[src/rtl/cam_stream_pack_if.sv]
// Camera pixel bus in, framed pixel stream out. The master modport is the packer side;
// the slave modport is the camera/filter environment around it.
interface cam_stream_pack_if #(
    parameter int unsigned DW = 8
);
    logic          cam_vsync;
    logic          cam_href;
    logic [DW-1:0] cam_data;
    logic [DW-1:0] dout;
    logic          dout_vld;
    logic          dout_sop;
    logic          dout_eop;
    logic          frame_err;

    modport master (
        input  cam_vsync,
        input  cam_href,
        input  cam_data,
        output dout,
        output dout_vld,
        output dout_sop,
        output dout_eop,
        output frame_err
    );

    modport slave (
        output cam_vsync,
        output cam_href,
        output cam_data,
        input  dout,
        input  dout_vld,
        input  dout_sop,
        input  dout_eop,
        input  frame_err
    );
endinterface

[src/rtl/cam_stream_pack.sv]
// Packetises a vsync/href camera bus into a COL*ROW pixel stream with sop/eop framing,
// dropping overlong-line pixels and pulsing frame_err on short lines or early vsync.
module cam_stream_pack #(
    parameter int unsigned COL = 640,
    parameter int unsigned ROW = 480,
    parameter int unsigned DW  = 8
) (
    input  logic              clk,
    input  logic              rst_n,
    input  logic              en,
    cam_stream_pack_if.master bus
);
    localparam int unsigned CW = $clog2(COL);
    localparam int unsigned RW = $clog2(ROW);
    localparam logic [CW-1:0] ColLast = CW'(COL - 1);
    localparam logic [RW-1:0] RowLast = RW'(ROW - 1);

    typedef enum logic [1:0] {StIdle, StWaitVs, StActive} state_e;

    state_e        state_q, state_d;
    logic          vsync_ff;
    logic [CW-1:0] col_q, col_d;
    logic [RW-1:0] row_q, row_d;
    logic          line_done_q, line_done_d;
    logic [DW-1:0] dout_q, dout_d;
    logic          vld_q, vld_d;
    logic          sop_q, sop_d;
    logic          eop_q, eop_d;
    logic          err_q, err_d;
    logic          vs_rise;
    logic          at_last;

    assign vs_rise = bus.cam_vsync & ~vsync_ff;
    assign at_last = (col_q == ColLast) && (row_q == RowLast);

    always_comb begin
        state_d     = state_q;
        col_d       = col_q;
        row_d       = row_q;
        line_done_d = line_done_q;
        dout_d      = dout_q;
        vld_d       = 1'b0;
        sop_d       = 1'b0;
        eop_d       = 1'b0;
        err_d       = 1'b0;
        unique case (state_q)
            StIdle: begin
                if (en) state_d = StWaitVs;
            end
            StWaitVs: begin
                if (vs_rise) begin
                    state_d     = StActive;
                    col_d       = '0;
                    row_d       = '0;
                    line_done_d = 1'b0;
                end else if (!en) begin
                    state_d = StIdle;
                end
            end
            StActive: begin
                if (bus.cam_href && !line_done_q && at_last) begin
                    // Final pixel: a coincident vs_rise re-arms the next frame directly.
                    vld_d  = 1'b1;
                    dout_d = bus.cam_data;
                    eop_d  = 1'b1;
                    col_d  = '0;
                    row_d  = '0;
                    if (!en) begin
                        state_d = StIdle;
                    end else if (!vs_rise) begin
                        state_d = StWaitVs;
                    end
                end else if (vs_rise) begin
                    err_d       = 1'b1;
                    col_d       = '0;
                    row_d       = '0;
                    line_done_d = 1'b0;
                    if (bus.cam_href) begin
                        vld_d  = 1'b1;
                        dout_d = bus.cam_data;
                        sop_d  = 1'b1;
                        col_d  = CW'(1);
                    end
                end else if (bus.cam_href) begin
                    if (!line_done_q) begin
                        vld_d  = 1'b1;
                        dout_d = bus.cam_data;
                        sop_d  = (col_q == '0) && (row_q == '0);
                        if (col_q == ColLast) begin
                            col_d       = '0;
                            row_d       = row_q + RW'(1);
                            line_done_d = 1'b1;
                        end else begin
                            col_d = col_q + CW'(1);
                        end
                    end
                end else begin
                    line_done_d = 1'b0;
                    // href dropped part-way through a line.
                    if (col_q != '0) begin
                        err_d   = 1'b1;
                        col_d   = '0;
                        row_d   = '0;
                        state_d = StWaitVs;
                    end
                end
            end
            default: state_d = StIdle;
        endcase
    end

    always_ff @(posedge clk or negedge rst_n) begin
        if (!rst_n) begin
            state_q     <= StIdle;
            vsync_ff    <= 1'b0;
            col_q       <= '0;
            row_q       <= '0;
            line_done_q <= 1'b0;
            dout_q      <= '0;
            vld_q       <= 1'b0;
            sop_q       <= 1'b0;
            eop_q       <= 1'b0;
            err_q       <= 1'b0;
        end else begin
            state_q     <= state_d;
            vsync_ff    <= bus.cam_vsync;
            col_q       <= col_d;
            row_q       <= row_d;
            line_done_q <= line_done_d;
            dout_q      <= dout_d;
            vld_q       <= vld_d;
            sop_q       <= sop_d;
            eop_q       <= eop_d;
            err_q       <= err_d;
        end
    end

    assign bus.dout      = dout_q;
    assign bus.dout_vld  = vld_q;
    assign bus.dout_sop  = sop_q;
    assign bus.dout_eop  = eop_q;
    assign bus.frame_err = err_q;
endmodule

[src/flat_wrapper.sv]
// flat-port wrapper written by rule: the top's interface ports become plain ports
module cam_stream_pack_flat 
#(
    parameter int unsigned COL = 640,
    parameter int unsigned ROW = 480,
    parameter int unsigned DW  = 8
)
  (clk, rst_n, en, bus_cam_vsync, bus_cam_href, bus_cam_data, bus_dout, bus_dout_vld, bus_dout_sop, bus_dout_eop, bus_frame_err);
  cam_stream_pack_if #(.DW(DW)) bus_i ();
  input  logic clk;
  input  logic rst_n;
  input  logic en;
  input wire logic [$bits(bus_i.cam_vsync)-1:0] bus_cam_vsync;
  input wire logic [$bits(bus_i.cam_href)-1:0] bus_cam_href;
  input wire logic [$bits(bus_i.cam_data)-1:0] bus_cam_data;
  output wire logic [$bits(bus_i.dout)-1:0] bus_dout;
  output wire logic [$bits(bus_i.dout_vld)-1:0] bus_dout_vld;
  output wire logic [$bits(bus_i.dout_sop)-1:0] bus_dout_sop;
  output wire logic [$bits(bus_i.dout_eop)-1:0] bus_dout_eop;
  output wire logic [$bits(bus_i.frame_err)-1:0] bus_frame_err;
  assign bus_i.cam_vsync = bus_cam_vsync;
  assign bus_i.cam_href = bus_cam_href;
  assign bus_i.cam_data = bus_cam_data;
  assign bus_dout = bus_i.dout;
  assign bus_dout_vld = bus_i.dout_vld;
  assign bus_dout_sop = bus_i.dout_sop;
  assign bus_dout_eop = bus_i.dout_eop;
  assign bus_frame_err = bus_i.frame_err;
  cam_stream_pack #(.COL(COL), .ROW(ROW), .DW(DW)) u_core (.clk(clk), .rst_n(rst_n), .en(en), .bus(bus_i));
endmodule
[config.mk]
export PLATFORM = sky130hd
export DESIGN_NAME = cam_stream_pack_flat
export DESIGN_NICKNAME = d
export VERILOG_FILES = /design/src/rtl/cam_stream_pack_if.sv /design/src/rtl/cam_stream_pack.sv /design/src/flat_wrapper.sv
export SDC_FILE = /design/constraint.sdc
export NUM_CORES = 1
export LEC_CHECK = 0
export CORE_ASPECT_RATIO = 0.8
export CORE_MARGIN = 10
export CORE_UTILIZATION = 40
export DETAILED_ROUTE_END_ITERATION = 10
export GPL_TIMING_DRIVEN = 0
export HOLD_SLACK_MARGIN = 0.02
export MAX_ROUTING_LAYER = met4
export SLEW_MARGIN = 20
export SYNTH_ARGS = -nofsm -noshare
export SYNTH_HDL_FRONTEND = slang
export SYNTH_SLANG_ARGS = --single-unit
[constraint.sdc]
create_clock -name clk -period 2.4 [get_ports clk]
set_clock_uncertainty 0.1 [all_clocks]
set_input_delay 0.24 -clock clk [delete_from_list [all_inputs] [get_ports clk]]
set_output_delay 0.24 -clock clk [all_outputs]
set_load 0.03 [all_outputs]
Word level (Yosys, flattened, before mapping)
Index checks and enable logic that the tools add are counted.

storage, ports and cells
  register bits = 35
  input port bits = 13
  output and inout port bits = 12
  logic and storage cells = 103

cells by class
  add/subtract/negate cells = 2
  equality and inequality tests = 16
  reductions and logical operators = 16
  muxes and demuxes = 57
  bitwise logic cells = 2

operators by type and width
  operator                                                          number
  10-bit 2-to-1 mux                                                 7
  9-bit 2-to-1 mux                                                  7
  8-bit 2-to-1 mux                                                  5
  1-bit 2-to-1 mux                                                  25
  10-bit one-hot mux with 2 select lines                            1
  2-bit 2-to-1 mux                                                  9
  9-bit one-hot mux with 2 select lines                             1
  10-bit by 1-bit adder with 10-bit output (second input constant)  1
  10-bit == test (second input constant)                            1
  10-bit logical NOT                                                1
  5-bit by 2-bit != test with 1-bit output (second input constant)  2
  10-bit nonzero test                                               1
  9-bit by 1-bit adder with 9-bit output (second input constant)    1
  9-bit == test (second input constant)                             1
  9-bit logical NOT                                                 1
  3-bit != test (second input constant)                             3
  3-bit by 2-bit != test with 1-bit output (second input constant)  2
  2-bit one-hot mux with 3 select lines                             1
  3-bit AND reduction                                               2
  6-bit AND reduction                                               1
  5-bit != test (second input constant)                             1
  5-bit AND reduction                                               1
  1-bit logical AND                                                 4
  2-bit != test (second input constant)                             2
  other kinds (11)                                                  12

Logic depth before layout (Yosys ltp)
Gate-level depths: netlist of the first run.

  word-level depth = 7
  gate-level depth with buffers = 9
  gate-level depth less buffers = 7

Worst setup path after synthesis of the first run
OpenSTA, ideal clock, no wires.

  path kind = reg-to-reg
  start point = reg u_core.col_q[0]
  end point = reg u_core.row_q[8]
  clock period less this slack = 2153 ps
  required time = 2174 ps
  setup slack = 247 ps
  path buffers = 1
  stages on the path, launching flop included = 9
  library setup time = 126 ps
  data arrival time = 1927 ps
  path through = dfrtp_1 > inv_1 > ha_1 > nor4b_1 > and3_4 > a221o_1 > or2_1 > buf_6 > a221o_1

on the way
  cells in the longest elaborated chain, start to end = 5
  elaborated cells on any way between the ends = 10
  those cells by class = eq/ne: 4; mux: 2; reduce/logical: 4

RTL lines
  what                                                                                           line                                          source
  start, declared                                                                                cam_stream_pack.sv:22                         logic [CW-1:0] col_q, col_d;
  start signal, assigned                                                                         cam_stream_pack.sv:127                        col_q <= col_d;
  10-bit == test                                                                                 cam_stream_pack.sv:34, cam_stream_pack.sv:89
  1-bit logical AND                                                                              cam_stream_pack.sv:34                         assign at_last = (col_q == ColLast) && (row_q == RowLast);
  1-bit logical AND                                                                              cam_stream_pack.sv:61                         if (bus.cam_href && !line_done_q && at_last) begin
  5-bit != test (no source line) (tied with other cells)                                         n/a
  5-bit AND reduction (no source line) or 9-bit one-hot mux with 2 select lines (tied branches)  n/a
  end signal, assigned                                                                           cam_stream_pack.sv:128                        row_q <= row_d;
  end, declared                                                                                  cam_stream_pack.sv:23                         logic [RW-1:0] row_q, row_d;

Several ways; a longest one is shown, not always the timed one.
A chain may end at the register's enable or synchronous reset.

Final worst setup path of the first run
  start point = reg u_core.col_q[0]
  end point = reg u_core.row_q[7]

Same word-level chain as after synthesis.

==> results of run 1 <==
area by class of cell:
type,instances,area [um^2],share of cell area (%)
timing repair buffer,25,255,10.6
clock inverter,2,35.0,1.45
multi-input combinational,139,996,41.2
clock buffer,6,82.6,3.42
buffer,7,48.8,2.02
tap,60,75.1,3.11
inverter,12,45.0,1.86
sequential,35,878,36.4
critical path: cells and delay by family (launching register included):
family | cells | cell delay, ns
and+or+nand+nor | 3 | 0.58
DFF | 1 | 0.42
AOI/OAI and AO/OA | 2 | 0.68
buffers and inverters | 2 | 0.20
adders and majority gates | 1 | 0.19
layout by cell type, fill, tap and decap left out, types with 3 or more instances in the layout:
| cell type | n |
|---|---|
| dfrtp_1 | 33 |
| clkdlybuf4s50_1 | 22 |
| nor2_1 | 14 |
| inv_1 | 12 |
| nand3_1 | 11 |
| mux2_2 | 11 |
| nor3_1 | 10 |
| nand2_1 | 9 |
| o21ai_0 | 8 |
| and3_1 | 7 |
| a21oi_1 | 7 |
| ha_1 | 7 |
| clkbuf_8 | 6 |
| a221o_1 | 5 |
| o31ai_1 | 5 |
| nand2b_1 | 4 |
| o21ai_1 | 4 |
| buf_4 | 3 |
| nand4_1 | 3 |
| nor3b_1 | 3 |
| a22o_1 | 3 |
power by group through the flow:
stage	registers (mW)	logic (mW)	clock network (mW)
global placement	0.751	0.916	0
floorplan	0.893	0.494	0
finish	0.749	0.959	0.549
detailed placement	0.761	0.948	0
CTS	0.749	0.959	0.569
global route	0.767	1.05	0.601
logic make-up after synthesis:
kind of cell	Yosys count
compound gates	45
flops	35
simple gates	75
fa+ha+maj	8
buf+inv	19
mux	11
sequential cells by signal, summed over array words and instances, names as in the netlist, 2 cells and up:
name,cells
u_core.col_q,10
u_core.row_q,9
u_core.bus.dout,8
u_core.state_q,2
timing repair:
item                                   in CTS  in global routing
resized for setup                           1                  9
gates cloned                                0                  0
setup endpoints to repair                   2                 14
endpoints found under the hold margin      35                  0
hold buffers                                1                  0
metal layers:
layer | wire (um) | global-route usage (%)
met2 | 2220 | 20.3
met3 | 256 | 3.73
met4 | 24 | 4.71
met5 | 0 | -
met1 | 2070 | 13.7
worst max path at each step:
| stage | startpoint | endpoint | slack [ns] |
|---|---|---|---|
| after floorplan | u_core.col_q[0]$_DFFE_PN0P_ | u_core.row_q[8]$_DFFE_PN0P_ | 0.25 |
| after global placement | bus_cam_vsync | u_core.col_q[7]$_DFFE_PN0P_ | 0.003 |
| after detailed placement | bus_cam_vsync | u_core.col_q[7]$_DFFE_PN0P_ | -0.06 |
| after CTS | u_core.col_q[0]$_DFFE_PN0P_ | u_core.col_q[7]$_DFFE_PN0P_ | 0.02 |
| after global routing | u_core.col_q[0]$_DFFE_PN0P_ | u_core.col_q[5]$_DFFE_PN0P_ | 0.02 |
| final | u_core.col_q[0]$_DFFE_PN0P_ | u_core.row_q[7]$_DFFE_PN0P_ | 0.11 |
per-stage QoR:
step	power (mW)	instances	utilization, %	TNS [ns]	instance area (um^2)
after global placement	1.67	276	48.6	0	2260
final	2.26	286	51.9	0	2420
after CTS	2.28	286	51.7	0	2400
after global routing	2.41	286	51.9	0	2420
after detailed placement	1.71	277	48.9	-0.0749	2270
after floorplan	1.39	193	-	0	1950
==> flow_summary_export.csv, run 1 <==
group,metric,value,unit
logic_synthesis,postSynthCellCount,193,
grt,grt_antenna_before_repair,0,
timing,finalCritPeriodShare,95.4,%
timing,finalSetupViolCount,0,
logic_synthesis,synth_area,0.00195,mm^2
logic_synthesis,yosys_warnings,0,
logic_synthesis,ys_seq_area_share,44.8,%
final_layout,final.fill_count,420,
final_layout,diodes,0,
setup_path,cp-start-kind,"flop",
setup_path,critPathKind,"flop to flop",
grt,grt_pass1_wl,7.74,mm
timing,fmax,437,MHz
timing,post-route-min-period,2.29,ns
logic_synthesis,synthXorXnorAreaFrac,0,%
setup_path,crit_chain,"inv_1, ha_1, nor4b_1, and3_4, a221o_1, or2_1, buf_6, a221o_1",
pwr,switching_share,36.0,%
setup_path,rr_endpoint,"u_core.row_q[7]$_DFFE_PN0P_",
clocking,clk_pin_slew,0.07,ns
timing,worst_slack,0.110,ns
grt,grt_max_degree,29,
drt,final_antenna_net_count,0,
logic_synthesis,postSynthAreaPerCell,10.1,um^2
setup_path,ff2ff_setup_slack,0.11,ns
worst_hold_path,hold_end,"u_core.bus.dout_sop$_DFF_PN0_",
clocking,htree_levels,2,
floorplan,pin_count,25,
drt,vias,1588,
timing,tightest_slew,0.520,ns
drt,drc,0,
floorplan,coreArea,0.00465,mm^2
grt,grt_overflow,0,
drt,wl_per_cell,16.0,um
final_layout,nets,246,
final_layout,drive_above_1_share,19.0,%
setup_path,critPathMaxStageDelay,0.42,ns
logic_synthesis,synthSimpleGateAreaFrac,22.3,%
pwr,p_comb_share,42.5,%
logic_synthesis,synth-main-ff-cell,"dfrtp_1",
logic_synthesis,ys_seq_elements,35,
worst_hold_path,hp-start,"bus_cam_href",
pwr,p_clk_share,24.3,%
pwr,switchingPower,0.812,mW
timing,hold_slack,0.138,ns
timing,slew_headroom,65.3,%
drt,drt_pass1_iterations,4,
pwr,internal-power,1.45,mW
setup_path,critPathMostFrequentCell,"a221o_1",
setup_path,worst_ep_required_time,2.47,ns
logic_synthesis,synthAdderAreaFrac,5.12,%
logic_synthesis,synth_top_area_cell,"dfrtp_1",
floorplan,fp.dieW,98.2,um
job,maxCapViolCount,0,
logic_synthesis,synth_fp_nets,214,
setup_path,arrival,2.36,ns
setup_path,timing.rr.start,"u_core.col_q[0]$_DFFE_PN0P_",
setup_path,worstRegToRegCells,8,
clocking,cts_root_buf,"clkbuf_8",
logic_synthesis,synth_top_family_by_area,"simple AND/OR/NAND/NOR gates",
logic_synthesis,yosysTopAreaCellShare,44.8,%
placed_design,pre_cts_slack,-0.0590,ns
clocking,cts_sinks,35,
floorplan,die_area,0.00810,mm^2
clocking,clock_path_buffers,2,
placed_design,routabilityCongestion,0.867,
placed_design,port_buffers,23,
drt,first_iter_violations,99,
drt,wl,4.57,mm
logic_synthesis,synth_edf_count,0,
pwr,power.density,934,mW/mm^2
floorplan,start_util,42.0,%
pwr,power.leakage,1.04,nW
timing,hold_viol_final,0,
floorplan,die_h,82.5,um
timing,grt_setup_unrepaired,"false",
pwr,ir_drop,0.530,mV
logic_synthesis,synth_common_cells,"dfrtp_1, nor2_1, inv_1",
worst_hold_path,holdPathStages,3,
setup_path,cp-end-kind,"flop",
pwr,p_seq_share,33.2,%
grt,grt_use_total,12.2,%
placed_design,hpwl,3.39,mm
outcome,outcome,"finished, final reports clean",
final_layout,syn2layout_area_growth,23.6,%
setup_path,crit_slowest_cell,"dfrtp_2",
logic_synthesis,synth_compound_area_share,16.8,%
clocking,cts_buffers,5,
logic_synthesis,synthMostInstantiatedCell,"dfrtp_1",
drt,viasPerCell,5.55,
grt,grt_pass1_vias,1644,
logic_synthesis,netlist_top_cells_area,"dfrtp_1, mux2_2, ha_1, nand3_1, nor2_1",
timing,slew_violations,0,
setup_path,path_max_fanout,8,
worst_hold_path,hold_path_class,"primary input to flop",
logic_synthesis,ys_types,44,
logic_synthesis,synth_mux_area_share,6.34,%
clocking,clk_latency,0.29,ns
clocking,cts_tree,"built",
clocking,postCtsSetupRepairBufs,0,
floorplan,row_count,22,
logic_synthesis,synth_async_sr_flop_share,100,%
Power figures use the tool's default switching activity.
==> run 2: changes to the inputs <==
==> constraint.sdc (replaced) <==
create_clock -name clk -period 2.4 [get_ports clk]
set_clock_uncertainty 0.1 [all_clocks]
set_input_delay 0.24 -clock clk [delete_from_list [all_inputs] [get_ports clk]]
set_output_delay 0.24 -clock clk [all_outputs]
set_load 0.05 [all_outputs]
==> results of run 2 <==
Same layout as run 1 (identical final DEF). Status: finished, final reports clean.
Among the figures that moved: total power 2.26 mW -> 2.37 mW; worst IR drop on VDD 0.530 mV -> 0.591 mV
==> run 3: changes to the inputs <==
GPL_TIMING_DRIVEN = default   (was 0)
==> run 3 against run 2 <==
Compared with the run above:
- maximum frequency grew 2.3%
- count of clock-buffer cells in the layout down 1
- highest routed layer unchanged
- cell count is 1.7% higher
- design area grew 2.2%
- sequential share of layout area is 0.89 points lower
- utilization grew 1.2 points
- largest cell class unchanged
- sequential power is 1% lower
- largest power group unchanged
- combinational power hardly changed
==> flow_summary_export.csv, run 3 (synthesized netlist as in run 1, its figures left out) <==
group,metric,value,unit
grt,grt_overflow,0,
floorplan,fp.dieW,98.2,um
floorplan,row_count,22,
grt,grt_pass1_wl,7.60,mm
pwr,power.leakage,1.07,nW
worst_hold_path,hold_path_class,"primary input to asynchronous set/reset pin",
grt,grt_max_degree,36,
timing,slew_violations,0,
final_layout,final.fill_count,421,
drt,viasPerCell,5.59,
final_layout,syn2layout_area_growth,26.4,%
setup_path,crit_family,"compound AO/OA/AOI/OAI gates",
job,maxCapViolCount,0,
clocking,cts_buffers,5,
placed_design,dpl_cell_area,0.00231,mm^2
clocking,cts_sinks,35,
pwr,ir_drop,0.625,mV
final_layout,final_cell_mix,"dfrtp_1, clkdlybuf4s50_1, nor2_1",
clocking,cts_tree,"built",
setup_path,crit_cells,8,
floorplan,start_util,42.0,%
timing,post-route-min-period,2.24,ns
clocking,htree_levels,2,
final_layout,largest_register_ffs,10,
setup_path,critPathMaxStageDelay,0.41,ns
grt,grt_use_total,11.9,%
drt,first_iter_violations,43,
pwr,power.density,998,mW/mm^2
final_layout,top_register,"u_core.col_q",
timing,slew_headroom,65.5,%
grt,grt_pass1_vias,1559,
setup_path,crit_chain,"inv_1, ha_2, nand2_1, nor2_1, a221o_1, buf_4, nand2b_2, o31ai_2",
final_layout,drive_above_1_share,20.3,%
drt,vias,1628,
timing,fmax,447,MHz
drt,final_antenna_net_count,0,
setup_path,worstRegToRegCells,8,
setup_path,crit_buf_inv,2,
final_layout,nets,251,
floorplan,coreArea,0.00465,mm^2
setup_path,path_max_fanout,11,
clocking,cts_hold_buffers,0,
floorplan,pin_count,25,
drt,wl_per_cell,15.8,um
timing,tightest_slew,0.515,ns
timing,grt_setup_unrepaired,"false",
setup_path,worst_ep_required_time,2.49,ns
clocking,cts_root_buf,"clkbuf_8",
clocking,clk_pin_slew,0.07,ns
setup_path,critPathKind,"flop to flop",
timing,finalSetupViolCount,0,
timing,finalCritPeriodShare,93.2,%
grt,grt_antenna_before_repair,0,
clocking,clock_path_buffers,2,
setup_path,ff2ff_setup_slack,0.16,ns
final_layout,final_common_cell,"dfrtp_1",
clocking,clk_latency,0.29,ns
setup_path,crit_slowest_cell,"dfrtp_1",
floorplan,die_h,82.5,um
final_layout,final_cell_area,0.00247,mm^2
setup_path,arrival,2.33,ns
final_layout,diodes,0,
placed_design,port_buffers,24,
drt,drt_pass1_iterations,4,
timing,tns,0,ns
setup_path,crit_start,"u_core.state_q[0]$_DFFE_PN0P_",
setup_path,cp-end-kind,"flop",
outcome,outcome,"finished, final reports clean",
setup_path,timing.rr.start,"u_core.state_q[0]$_DFFE_PN0P_",
drt,drc,0,
timing,hold_viol_final,0,
drt,wl,4.59,mm
placed_design,hpwl,3.35,mm
floorplan,die_area,0.00810,mm^2
placed_design,routabilityCongestion,0.854,
setup_path,cp-start-kind,"flop",
==> run 3: worst paths after layout <==
check	endpoint
setup / recovery	u_core.col_q[6]$_DFFE_PN0P_
hold / removal	u_core.row_q[1]$_DFFE_PN0P_
setup reg to reg	u_core.col_q[6]$_DFFE_PN0P_
hold reg to reg	u_core.bus.dout[5]$_DFFE_PN0P_
max in group asynchronous	u_core.col_q[0]$_DFFE_PN0P_
min in group clk	u_core.vsync_ff$_DFF_PN0_
==> run 3: cell type report <==
cell class                      count  area, um^2  share of cell area, %
Clock buffer                        5        68.8                   2.79
Clock inverter                      3        67.6                   2.74
Inverter                           12        45.0                   1.82
Multi-Input combinational cell    139        1000                   40.5
Sequential cell                    35         876                   35.5
Tap cell                           60        75.1                   3.04
Timing Repair Buffer               37         338                   13.7
==> run 3: through the flow <==
stage	utilization [%]	total power, mW	setup WS, ns	cells	hold WS (ns)
3_3_place_gp	49.6	1.77	0.0569	281	0.388
2_1_floorplan	-	1.50	0.247	193	-0.156
6_report	53.1	2.47	0.162	291	0.262
3_5_place_dp	49.6	1.80	0.0136	281	0.394
4_1_cts	52.5	2.45	0.0384	289	0.271
5_1_grt	53.1	2.60	0.0118	291	0.314
==> run 3: per-layer routing <==
layer  vias up  track usage, %  part of all wire, %
met3         8            2.90                  5.5
met2        52            17.8                   45
met4         0            3.86                  1.3
met5         -               -                    0
li1        781               -                    -
met1       787            15.4                   48
==> run 3: where the power goes <==
| part | total [mW] | leakage [nW] | internal [mW] | switching [mW] |
|---|---|---|---|---|
| registers | 0.741 | 0.471 | 0.686 | 0.0555 |
| logic | 1.08 | 0.537 | 0.438 | 0.642 |
| clock network | 0.645 | 0.0644 | 0.414 | 0.230 |
| total | 2.47 | 1.07 | 1.54 | 0.927 |
==> run 3: what timing repair did <==
action / 4_1_cts / 5_1_grt
gates resized for setup: 0 / 4
setup endpoints to repair: 0 / 16
buffers inserted: 0 / 2
